<file path="src/rtl/ahb_slave_pkg.sv">
// rtl/ahb_slave_pkg.sv - AHB slave pipe controller encodings and FSM state type
package ahb_slave_pkg;

    localparam logic [1:0] HTRANS_IDLE   = 2'b00;
    localparam logic [1:0] HTRANS_BUSY   = 2'b01;
    localparam logic [1:0] HTRANS_NONSEQ = 2'b10;
    localparam logic [1:0] HTRANS_SEQ    = 2'b11;

    localparam logic [2:0] HSIZE_BYTE = 3'd0;
    localparam logic [2:0] HSIZE_HALF = 3'd1;
    localparam logic [2:0] HSIZE_WORD = 3'd2;

    typedef enum logic [2:0] {
        ST_IDLE,
        ST_WAIT,
        ST_ACCESS,
        ST_ERR1,
        ST_ERR2
    } state_e;

endpackage

</file>
<file path="src/rtl/ahb_addr_check.sv">
// rtl/ahb_addr_check.sv - combinational address range and size alignment check
module ahb_addr_check
    import ahb_slave_pkg::*;
#(
    parameter int                ADDR_W     = 16,
    parameter logic [ADDR_W-1:0] ADDR_LIMIT = 16'h00FF
) (
    input  logic [ADDR_W-1:0] haddr,
    input  logic [2:0]        hsize,
    output logic              err
);

    always_comb begin
        err = (haddr > ADDR_LIMIT)
           || (hsize > HSIZE_WORD)
           || ((hsize == HSIZE_HALF) && haddr[0])
           || ((hsize == HSIZE_WORD) && (haddr[1:0] != 2'b00));
    end

endmodule

</file>
<file path="src/rtl/ahb_slave_pipe_cntrlr.sv">
// rtl/ahb_slave_pipe_cntrlr.sv - pipelined AHB slave front end driving register-file strobes
module ahb_slave_pipe_cntrlr
    import ahb_slave_pkg::*;
#(
    parameter int                ADDR_W      = 16,
    parameter int                WAIT_CYCLES = 0,
    parameter logic [ADDR_W-1:0] ADDR_LIMIT  = 16'h00FF
) (
    input  logic              clk,
    input  logic              n_rst,
    input  logic              hsel,
    input  logic [ADDR_W-1:0] haddr,
    input  logic [1:0]        htrans,
    input  logic              hwrite,
    input  logic [2:0]        hsize,
    input  logic              hready,
    output logic              hreadyout,
    output logic              hresp,
    output logic              wr_en,
    output logic              rd_en,
    output logic [ADDR_W-1:0] reg_addr,
    output logic [1:0]        reg_size,
    output logic [3:0]        beat_cnt
);

    state_e            state_q, state_d;
    logic [2:0]        cnt_q, cnt_d;
    logic [3:0]        beat_q, beat_d;
    logic              write_q, write_d;
    logic [ADDR_W-1:0] addr_q;
    logic [1:0]        size_q;
    logic              hreadyout_q, hresp_q, wr_en_q, rd_en_q;
    logic              addr_err;
    logic              accept;

    ahb_addr_check #(
        .ADDR_W     (ADDR_W),
        .ADDR_LIMIT (ADDR_LIMIT)
    ) u_addr_check (
        .haddr (haddr),
        .hsize (hsize),
        .err   (addr_err)
    );

    // Only states that present hreadyout=1 can overlap a new address phase.
    assign accept = hsel && hready && htrans[1]
                 && ((state_q == ST_IDLE) || (state_q == ST_ACCESS) || (state_q == ST_ERR2));

    always_comb begin
        state_d = state_q;
        cnt_d   = cnt_q;
        case (state_q)
            ST_WAIT: begin
                if (cnt_q == 3'd0) state_d = ST_ACCESS;
                else               cnt_d   = cnt_q - 3'd1;
            end
            ST_ERR1: state_d = ST_ERR2;
            default: begin
                if (!accept) begin
                    state_d = ST_IDLE;
                end else if (addr_err) begin
                    state_d = ST_ERR1;
                end else if (WAIT_CYCLES > 0) begin
                    state_d = ST_WAIT;
                    cnt_d   = 3'(WAIT_CYCLES - 1);
                end else begin
                    state_d = ST_ACCESS;
                end
            end
        endcase
    end

    always_comb begin
        beat_d  = beat_q;
        write_d = write_q;
        if (accept) begin
            write_d = hwrite;
            if (htrans == HTRANS_NONSEQ) beat_d = 4'd0;
            else if (beat_q != 4'hF)     beat_d = beat_q + 4'd1;
        end
    end

    always_ff @(posedge clk or negedge n_rst) begin
        if (!n_rst) begin
            state_q     <= ST_IDLE;
            cnt_q       <= 3'd0;
            beat_q      <= 4'd0;
            write_q     <= 1'b0;
            addr_q      <= '0;
            size_q      <= 2'd0;
            hreadyout_q <= 1'b1;
            hresp_q     <= 1'b0;
            wr_en_q     <= 1'b0;
            rd_en_q     <= 1'b0;
        end else begin
            state_q <= state_d;
            cnt_q   <= cnt_d;
            beat_q  <= beat_d;
            write_q <= write_d;
            if (accept) begin
                addr_q <= haddr;
                size_q <= hsize[1:0];
            end
            hreadyout_q <= !((state_d == ST_WAIT) || (state_d == ST_ERR1));
            hresp_q     <= (state_d == ST_ERR1) || (state_d == ST_ERR2);
            wr_en_q     <= (state_d == ST_ACCESS) && write_d;
            rd_en_q     <= (state_d == ST_ACCESS) && !write_d;
        end
    end

    assign hreadyout = hreadyout_q;
    assign hresp     = hresp_q;
    assign wr_en     = wr_en_q;
    assign rd_en     = rd_en_q;
    assign reg_addr  = addr_q;
    assign reg_size  = size_q;
    assign beat_cnt  = beat_q;

endmodule

</file>
<file path="config.mk">
export PLATFORM = sky130hd
export DESIGN_NAME = ahb_slave_pipe_cntrlr
export DESIGN_NICKNAME = d
export VERILOG_FILES = /design/src/rtl/ahb_slave_pkg.sv /design/src/rtl/ahb_addr_check.sv /design/src/rtl/ahb_slave_pipe_cntrlr.sv
export SDC_FILE = /design/constraint.sdc
export NUM_CORES = 1
export LEC_CHECK = 0
export ABC_AREA = 0
export BUFFER_PORTS_ARGS = -buffer_cell sky130_fd_sc_hd__buf_2
export CAP_MARGIN = 10
export CORE_ASPECT_RATIO = 0.5
export CORE_UTILIZATION = 45
export CTS_BUF_LIST = sky130_fd_sc_hd__clkbuf_4 sky130_fd_sc_hd__clkbuf_8
export CTS_CLUSTER_DIAMETER = 50
export DETAILED_ROUTE_END_ITERATION = 12
export GPL_TIMING_DRIVEN = 0
export PLACE_DENSITY = 0.77
export SLEW_MARGIN = 20
export SYNTH_ARGS = -nofsm -noshare
export SYNTH_HDL_FRONTEND = slang
export SYNTH_SLANG_ARGS = --single-unit
</file>
<file path="constraint.sdc">
create_clock -name clk -period 1.85 [get_ports clk]
set_input_delay 0.185 -clock clk [delete_from_list [all_inputs] [get_ports clk]]
set_output_delay 0.185 -clock clk [all_outputs]
set_load 0.02 [all_outputs]
</file>
==> results of run 1 <==
[critical path: cells and delay by family (launching register included)]
| family | cells | cell delay, ns |
|---|---|---|
| adder cells (fa/ha/maj) | 2 | 0.29 |
| buffers and inverters | 1 | 0.07 |
| flip-flops | 1 | 0.39 |
| AND/OR/NAND/NOR | 3 | 0.77 |
[state kept, by name, indices dropped and copies added, names as in the netlist]
signal and count:
cnt_q 3, state_q 3, reg_size 2, hreadyout 1
beat_cnt 4, wr_en 1, write_q 1, reg_addr 16
hresp 1, rd_en 1
[area by class of cell]
type | count | area (um^2) | area share, %
Buffer | 2 | 10.01 | 0.5686
Tap cell | 37 | 46.29 | 2.630
Inverter | 4 | 15.01 | 0.8529
Clock inverter | 2 | 10.01 | 0.5686
Clock buffer | 6 | 76.32 | 4.335
Sequential cell | 33 | 827.0 | 46.98
Multi-Input combinational cell | 62 | 510.5 | 29.00
Timing Repair Buffer | 52 | 265.3 | 15.07
[cell families after synthesis]
group,after synthesis,share of synthesized area (%)
adders and majority gates,3,2.755
xor gates and xnor gates,1,0.6429
DFF,33,60.70
buffers and inverters,7,2.111
AOI/OAI and AO/OA,13,6.152
and+or+nand+nor,26,11.94
muxes,19,15.70
[timing repair]
action / CTS / global route
endpoints found under the setup margin: 2 / 2
pin swaps: 0 / 0
resized for setup: 0 / 1
hold endpoints to repair: 32 / 0
cloned: 0 / 0
hold buffers: 1 / 0
[where the power goes]
part,total [mW],leakage [nW],internal (mW),switching (mW)
Clock,0.532,0.0484,0.275,0.257
Sequential,0.909,0.412,0.840,0.0687
Combinational,0.458,0.428,0.193,0.266
[per-layer routing]
metal,vias to the layer above,GRT usage [%]
met5,-,0
li1,480,-
met1,461,22.05
met3,6,6.000
met4,0,13.39
met2,28,29.06
[worst min-delay path by stage]
stage,startpoint,endpoint,slack (ns),cells after the start
2_1_floorplan,n_rst,beat_cnt[0],-0.11,0
3_3_place_gp,n_rst,cnt_q[0],0.28,1
3_5_place_dp,n_rst,cnt_q[0],0.28,1
4_1_cts,haddr[7],reg_addr[7],0.13,2
5_1_grt,haddr[6],reg_addr[6],0.13,2
6_report,haddr[7],reg_addr[7],0.13,2
[synth_stat cells]
master | n | area, um^2
a21o_1 | 1 | 7.510
a21oi_1 | 1 | 5.000
a31oi_1 | 2 | 12.51
a41oi_2 | 1 | 16.27
and3b_1 | 2 | 17.52
and4b_1 | 1 | 10.01
buf_2 | 2 | 10.01
clkbuf_1 | 1 | 3.750
dfrtp_1 | 32 | 800.8
dfstp_2 | 1 | 26.28
ha_1 | 3 | 37.54
inv_1 | 4 | 15.01
mux2_2 | 19 | 214.0
nand2_1 | 7 | 26.28
nand2b_1 | 1 | 6.260
nand3_1 | 2 | 10.01
nor2_1 | 2 | 7.510
nor2b_1 | 1 | 6.260
nor3_1 | 2 | 10.01
nor3_2 | 1 | 10.01
nor3b_1 | 1 | 7.510
o211ai_1 | 1 | 7.510
o21ai_0 | 7 | 35.03
or2_1 | 2 | 12.51
or3_1 | 1 | 6.260
or4_4 | 1 | 11.26
or4b_2 | 1 | 10.01
or4bb_1 | 1 | 11.26
xnor2_1 | 1 | 8.760
==> summary.md, run 1 <==
| Metric | Value |
|---|---|
| R2R Setup Slk | `0.26 ns` |
| Area delta synth->final | `29.20%` |
| Mapped cell area | `0.001363 mm^2` |
| RR Endpoint | `rd_en` |
| Vias/cell | `4.924` |
| # port buffers | `51` |
| Mapped Cells | `102` |
| Warnings from Yosys | `0` |
| Worst path cell trace | `inv_1 -> ha_1 -> ha_1 -> or4bb_1 -> nand2_1 -> nor3b_1` |
| Netlist cell types | `29` |
| Worst EP arrival | `1.79 ns` |
| Routed WL | `2608 um` |
| Cell area after layout | `0.001760 mm^2` |
| Number of buffers created by CTS | `5` |
| Register area share after synthesis | `60.70%` |
| Total chip power | `1.900 mW` |
| Final worst slack | `0.2555 ns` |
| Global-route wire length before repair | `3981 um` |
| R2r worst-path depth | `6` |
| ANT cells | `0` |
| # Post-CTS Setup Buffers | `0` |
| Critical Path RT | `2.04 ns` |
| Share of cells above drive strength 1 | `52.80%` |
| Period minus WS final | `1.595 ns` |
| Initial antenna violation count | `0` |
| TritonRoute pass-1 iters | `3` |
| Root Buffer | `clkbuf_8` |
| Post-layout util | `64.42%` |
| Max cap viols | `0` |
| Met2 WL | `1188 um` |
| Cell with the biggest individual delay on the critical path | `or4bb_1` |
| Most frequent cells in the layout | `buf_2 (53), dfrtp_1 (32), mux2_2 (19)` |
| Non-filler cells, final | `198` |
| Area post-placement | `0.001664 mm^2` |
| Yosys reg bits | `33` |
| Slew @ Worst Pin | `0.7037 ns` |
| Syn nets | `131` |
| Pin count of the biggest net entering global routing | `34` |
| Fillers | `227` |
| Final Cycle Share | `86.19%` |
| Post-placement cell count | `190` |
| Fmax achieved | `0.6271 GHz` |
| Die Ht | `40.91 um` |
| M1 wire length | `1213 um` |
| Critical path peak fanout | `3` |
| Wire per inst | `13.17 um` |
| Hold WS | `0.1350 ns` |
| CP startpoint kind | `flip-flop` |
| Worst Skew | `0.004792 ns` |
| Crit path top cell by count | `ha_1` |
| Status | `complete, no violations` |
| Peak supply drop | `0.4963 mV` |
| Reg clk slew, reported paths | `0.06 ns` |
| Syn avg cell area | `13.36 um^2` |
| Initial Util | `49.86%` |
| RSZ-0062 raised after global routing | `no` |
| R2R Path Start | `cnt_q[0]` |
| Htree depth | `2` |
| Top layer in use | `met4` |
| Cell row count | `13` |
| Setup TNS | `0 ns` |
| Global route overflow | `0` |
| Worst Hold Class | `in -> reg` |
| Leakage | `0.8878 nW` |
| Clock sinks | `33` |
| Critical Path End | `rd_en` |
| Vias in the first global route | `863` |
| Met3 Wirelength | `137 um` |
| Power per cell area | `1079 mW/mm^2` |
| Final setup viols | `0` |
| # IOs | `52` |
| Total Nets Final | `189` |
| Worst skew pair latency | `0.28 ns` |
| CTS tree | `built` |
| Final hold vios | `0` |
| Crit path capture type | `flip-flop` |
| Dpl hpwl | `1942 um` |
| Headroom to the max-slew limit | `53.09%` |
| Commonest non-fill, non-tap cell in the layout | `buf_2` |
| Dpl ws | `0.008938 ns` |
| Crit path launch | `cnt_q[0]` |
| Vias | `975` |
| DRT iter0 DRCs | `24` |
| Buffer levels on the longest clock path | `2` |
| DRC | `0` |
| Final slew viol count | `0` |
| Die ar. | `0.003265 mm^2` |
| Core area | `0.002733 mm^2` |
| Critical Path Max Stage Delay | `0.48 ns` |
| Critical path class | `reg -> reg` |
| Placer Congestion | `0.8079` |
| Gr usage total | `18.29%` |
| Final ANT Viol Nets | `0` |
| Die Wd | `79.82 um` |
Note: power is estimated with default switching activity, not from simulation.
==> run 2: changes to the inputs <==
--- a/config.mk
+++ b/config.mk
@@ -8,13 +8,13 @@
 export ABC_AREA = 0
 export BUFFER_PORTS_ARGS = -buffer_cell sky130_fd_sc_hd__buf_2
 export CAP_MARGIN = 10
-export CORE_ASPECT_RATIO = 0.5
-export CORE_UTILIZATION = 45
+export CORE_UTILIZATION = 54
 export CTS_BUF_LIST = sky130_fd_sc_hd__clkbuf_4 sky130_fd_sc_hd__clkbuf_8
 export CTS_CLUSTER_DIAMETER = 50
 export DETAILED_ROUTE_END_ITERATION = 12
 export GPL_TIMING_DRIVEN = 0
-export PLACE_DENSITY = 0.77
+export MAX_ROUTING_LAYER = met4
+export PLACE_DENSITY = 0.87
 export SLEW_MARGIN = 20
 export SYNTH_ARGS = -nofsm -noshare
 export SYNTH_HDL_FRONTEND = slang
==> constraint.sdc (replaced) <==
create_clock -name clk -period 1.9 [get_ports clk]
set_input_delay 0.19 -clock clk [delete_from_list [all_inputs] [get_ports clk]]
set_output_delay 0.19 -clock clk [all_outputs]
set_load 0.02 [all_outputs]
==> run 2 against run 1 <==
  * Cell count is 4.5% lower
  * Sequential power is 3.0% lower
  * Via count is 4.2% higher
  * Die area is 16% lower
  * Fmax is 2.0% lower
  * Clock-buffer cell count is 1 higher
==> summary.md, run 2 (synthesis gave the netlist of run 1 again) <==
| Metric | Value |
|---|---|
| Period minus WS final | `1.628 ns` |
| Vias/cell | `5.376` |
| Initial Util | `59.31%` |
| DRT iter0 DRCs | `10` |
| Cell with the biggest individual delay on the critical path | `or4b_4` |
| Critical path class | `reg -> reg` |
| # port buffers | `51` |
| DRC | `0` |
| Dpl hpwl | `2037 um` |
| Vias in the first global route | `1011` |
| Worst path cell trace | `inv_1 -> ha_1 -> ha_1 -> or4b_4 -> nand2_1 -> o21ai_0` |
| Cell row count | `17` |
| Buffer levels on the longest clock path | `2` |
| Final hold vios | `0` |
| Power per cell area | `1084 mW/mm^2` |
| Global-route wire length before repair | `4347 um` |
| Routed WL | `2782 um` |
| Fillers | `162` |
| Die Wd | `52.23 um` |
| CP startpoint kind | `flip-flop` |
| Hold Path Depth | `2` |
| Wire per inst | `14.72 um` |
| Status | `complete, no violations` |
| Crit path capture type | `flip-flop` |
| Non-filler cells, final | `189` |
| Crit path top cell by count | `ha_1` |
| Headroom to the max-slew limit | `52.66%` |
| Worst Skew | `0.01570 ns` |
| Final Cycle Share | `85.68%` |
| Cell area after layout | `0.001752 mm^2` |
| Peak supply drop | `0.7568 mV` |
| Max cap viols | `0` |
| ANT cells | `0` |
| Critical Path Max Stage Delay | `0.53 ns` |
| Vias | `1016` |
| TritonRoute pass-1 iters | `4` |
| CTS tree | `built` |
| RSZ-0062 raised after global routing | `no` |
| Die ar. | `0.002728 mm^2` |
| Number of buffers created by CTS | `5` |
| # IOs | `52` |
| Pin count of the biggest net entering global routing | `34` |
| Setup TNS | `0 ns` |
| Worst Hold Class | `in -> reg` |
| Global route overflow | `0` |
| Clock sinks | `33` |
| Worst skew pair latency | `0.34 ns` |
| Area delta synth->final | `28.56%` |
| Placer Congestion | `0.7034` |
| Worst EP arrival | `1.84 ns` |
| Final worst slack | `0.2721 ns` |
| Fmax achieved | `0.6143 GHz` |
| Critical Path RT | `2.11 ns` |
| Total Nets Final | `189` |
| Reg clk slew, reported paths | `0.09 ns` |
| Htree depth | `2` |
| Area post-placement | `0.001653 mm^2` |
| Commonest non-fill, non-tap cell in the layout | `buf_2` |
| Dpl ws | `0.01513 ns` |
| Gr usage total | `23.75%` |
| Most frequent cells in the layout | `buf_2 (53), dfrtp_1 (32), mux2_2 (19)` |
| Final slew viol count | `0` |
| Slew @ Worst Pin | `0.7102 ns` |
| Die Ht | `52.23 um` |
| R2r worst-path depth | `6` |
| Leakage | `0.8884 nW` |
| Initial antenna violation count | `0` |
| Critical path peak fanout | `6` |
| Core area | `0.002297 mm^2` |
| Final setup viols | `0` |
| Final ANT Viol Nets | `0` |
| Largest register FFs | `16` |
| # Post-CTS Setup Buffers | `0` |
| Share of cells above drive strength 1 | `52.80%` |
| Post-placement cell count | `181` |
| Root Buffer | `clkbuf_4` |
[run 2: stage by stage]
step	util [%]	total power, mW	hold WS [ns]
floorplan	-	1.165	-0.1056
global placement	71.95	1.326	0.2666
detailed placement	71.95	1.351	0.2734
CTS	76.25	1.907	0.07733
global route	76.25	1.998	0.07476
finish	76.25	1.899	0.08294
[run 2: final cells by class]
type                       instances  area, um^2  share of cell area [%]
inverter                           4       15.01                  0.8571
clock buffer                       7       58.81                   3.357
tap                               28       35.03                   2.000
clock inverter                     1       30.03                   1.714
timing repair buffer              52       265.3                   15.14
multi-input combinational         62       510.5                   29.14
buffer                             2       10.01                  0.5714
sequential                        33       827.0                   47.21
[run 2: layer usage]
layer  global-route usage [%]  wire length, um  share of wire, %
met3                    8.406              164               5.9
met4                    10.09               40               1.4
met1                    25.73             1083                39
met2                    39.53             1494                54
met5                        -                0                 0
[run 2: final timing paths]
check                              endpoint      from  slack, ns
min in group asynchronous       beat_cnt[2]     n_rst       0.42
worst min register to register     cnt_q[0]  cnt_q[0]       0.49
worst min-delay path            reg_addr[5]  haddr[5]       0.08
worst max-delay path               cnt_q[1]  cnt_q[0]       0.27
max in group asynchronous          cnt_q[0]     n_rst       1.01
worst max register to register     cnt_q[1]  cnt_q[0]       0.27
[run 2: repair_timing]
action	in CTS	in global routing
hold buffers	1	0
resized for setup	0	1
endpoints found under the setup margin	0	4
hold endpoints to repair	32	0
[run 2: report_power, final]
part,internal [mW],switching (mW),total (mW)
Sequential,0.817,0.0657,0.882
Clock,0.328,0.235,0.563
Combinational,0.188,0.266,0.454
[run 2: worst max-delay path: cells and delay by family (launching register included)]
family                     cells  cell delay, ns
buffers and inverters          1            0.05
adders and majority gates      2            0.39
and+or+nand+nor                2            0.62
DFF                            1            0.37
AOI/OAI and AO/OA              1            0.08
==> run 3: changes to the inputs <==
--- a/config.mk
+++ b/config.mk
@@ -8,6 +8,7 @@
 export ABC_AREA = 0
 export BUFFER_PORTS_ARGS = -buffer_cell sky130_fd_sc_hd__buf_2
 export CAP_MARGIN = 10
+export CORE_ASPECT_RATIO = 1.25
 export CORE_UTILIZATION = 54
 export CTS_BUF_LIST = sky130_fd_sc_hd__clkbuf_4 sky130_fd_sc_hd__clkbuf_8
 export CTS_CLUSTER_DIAMETER = 50
==> run 3 against run 2 <==
  * Clock power is 33% lower
  * Critical path depth is the same
  * Sequential share of layout area is 0.86 points higher
  * Cell count up 2.6%
  * Wire length shrank 6.9%
  * Combinational power shrank 1%
  * Sequential cell count stayed put
  * Register-to-register slack worse by 0.17 ns
  * Largest cell class unchanged
  * Highest routed layer unchanged
==> summary.md, run 3 (synthesis gave the netlist of run 1 again) <==
| Metric | Value |
|---|---|
| Dpl ws | `0.04858 ns` |
| Die Wd | `46.93 um` |
| Dpl hpwl | `1943 um` |
| Initial Util | `56.72%` |
| DRC | `0` |
| Share of cells above drive strength 1 | `52.80%` |
| Total Nets Final | `189` |
| Critical path class | `reg -> reg` |
| Die Ht | `58.16 um` |
| Crit path top cell by count | `ha_1` |
| Worst skew pair latency | `0.33 ns` |
| Setup TNS | `0 ns` |
| Crit path capture type | `flip-flop` |
| Slew @ Worst Pin | `0.7079 ns` |
| Placer Congestion | `0.7118` |
| ANT cells | `0` |
| Clock sinks | `33` |
| Status | `complete, no violations` |
| Cell row count | `20` |
| Die ar. | `0.002729 mm^2` |
| Buffer levels on the longest clock path | `2` |
| Routed WL | `2589 um` |
| Headroom to the max-slew limit | `52.80%` |
| Largest register FFs | `16` |
| Final Cycle Share | `94.85%` |
| Worst Hold Class | `in -> reg` |
| DRT iter0 DRCs | `22` |
| Final setup viols | `0` |
| Leakage | `0.8742 nW` |
| Reg clk slew, reported paths | `0.09 ns` |
| Gr usage total | `23.43%` |
| Max cap viols | `0` |
| Post-layout util | `71.61%` |
| Vias in the first global route | `970` |
| # IOs | `52` |
| Period minus WS final | `1.802 ns` |
| Peak supply drop | `0.7172 mV` |
| CP delay by family, top | `simple AND/OR/NAND/NOR gates` |
| Fillers | `186` |
| Cell with the biggest individual delay on the critical path | `or4b_2` |
| Number of buffers created by CTS | `5` |
| # Post-CTS Setup Buffers | `0` |
| Worst EP arrival | `2.01 ns` |
| Vias/cell | `5.304` |
| CP startpoint kind | `flip-flop` |
| Pin count of the biggest net entering global routing | `34` |
| Worst path cell trace | `inv_1 -> ha_1 -> ha_1 -> or4b_2 -> nand2_1 -> o21ai_0` |
| Global-route wire length before repair | `4209 um` |
| Global route overflow | `0` |
| Htree depth | `2` |
| Final worst slack | `0.09777 ns` |
| Root Buffer | `clkbuf_4` |
| Power per cell area | `994.8 mW/mm^2` |
| Fmax achieved | `0.5549 GHz` |
| Final hold vios | `0` |
| Core area | `0.002402 mm^2` |
| RSZ-0062 raised after global routing | `no` |
| Final ANT Viol Nets | `0` |
| CTS tree | `built` |
| Worst Skew | `0.01635 ns` |
| Vias | `1029` |
| Most frequent cells in the layout | `buf_2 (53), dfrtp_1 (32), mux2_2 (19)` |
| Commonest non-fill, non-tap cell in the layout | `buf_2` |
| TritonRoute pass-1 iters | `4` |
| Area delta synth->final | `26.26%` |
| Wire per inst | `13.35 um` |
| Final slew viol count | `0` |
| Initial antenna violation count | `0` |
| # port buffers | `51` |
| Buffers and inverters on the worst path | `1` |
| Critical Path RT | `2.11 ns` |
| Critical path peak fanout | `6` |
| Critical Path Max Stage Delay | `0.70 ns` |
run 3: changes by cell type in the layout (fill, tap and decap cells not counted), sizes merged:
cell	change
bufinv	-1
clkbuf	-1
clkinv	+2
run 3: area by class of cell:
cell class                 instances  area [um^2]  area share [%]
buffer                             2        10.01          0.5818
tap                               33        41.29           2.400
clock inverter                     2        10.01          0.5818
multi-input combinational         62        506.7           29.45
clock buffer                       6        45.04           2.618
inverter                           4        15.01          0.8727
sequential                        33        827.0           48.07
timing repair buffer              52        265.3           15.42
run 3: worst paths after layout:
path / startpoint / to / slack [ns] / cells after the start
setup / recovery: cnt_q[0] / cnt_q[1] / 0.1 / 6
hold / removal: haddr[2] / reg_addr[2] / 0.09 / 2
setup reg to reg: cnt_q[0] / cnt_q[1] / 0.1 / 6
hold reg to reg: cnt_q[0] / cnt_q[0] / 0.48 / 1
max in group asynchronous: n_rst / wr_en / 1.00 / 2
min in group asynchronous: n_rst / write_q / 0.44 / 2
run 3: per-stage QoR:
stage / area, um^2 / power [mW] / cells / hold WS (ns)
after CTS: 1724 / 1.739 / 195 / 0.07219
final: 1720 / 1.711 / 194 / 0.08752
after floorplan: 1363 / 1.165 / 102 / -0.1056
after detailed placement: 1659 / 1.347 / 186 / 0.2788
after global placement: 1659 / 1.326 / 186 / 0.2654
after global routing: 1720 / 1.829 / 194 / 0.06915
run 3: report_power, final:
part	internal (mW)	switching, mW
Sequential	0.817	0.0650
Combinational	0.188	0.261
Clock	0.155	0.225
Total	1.16	0.552
run 3: what timing repair did:
| item | CTS | global route |
|---|---|---|
| resized for setup | 0 | 1 |
| hold endpoints to repair | 32 | 0 |
| hold buffers | 1 | 0 |
| endpoints found under the setup margin | 0 | 4 |
run 3: routing by layer:
metal / global-route usage, % / routed length (um) / vias up
li1: - / - / 478
met1: 25.47 / 978 / 507
met2: 36.31 / 1393 / 38
met3: 8.723 / 151 / 6
met4: 12.24 / 65 / 0
met5: - / 0 / -
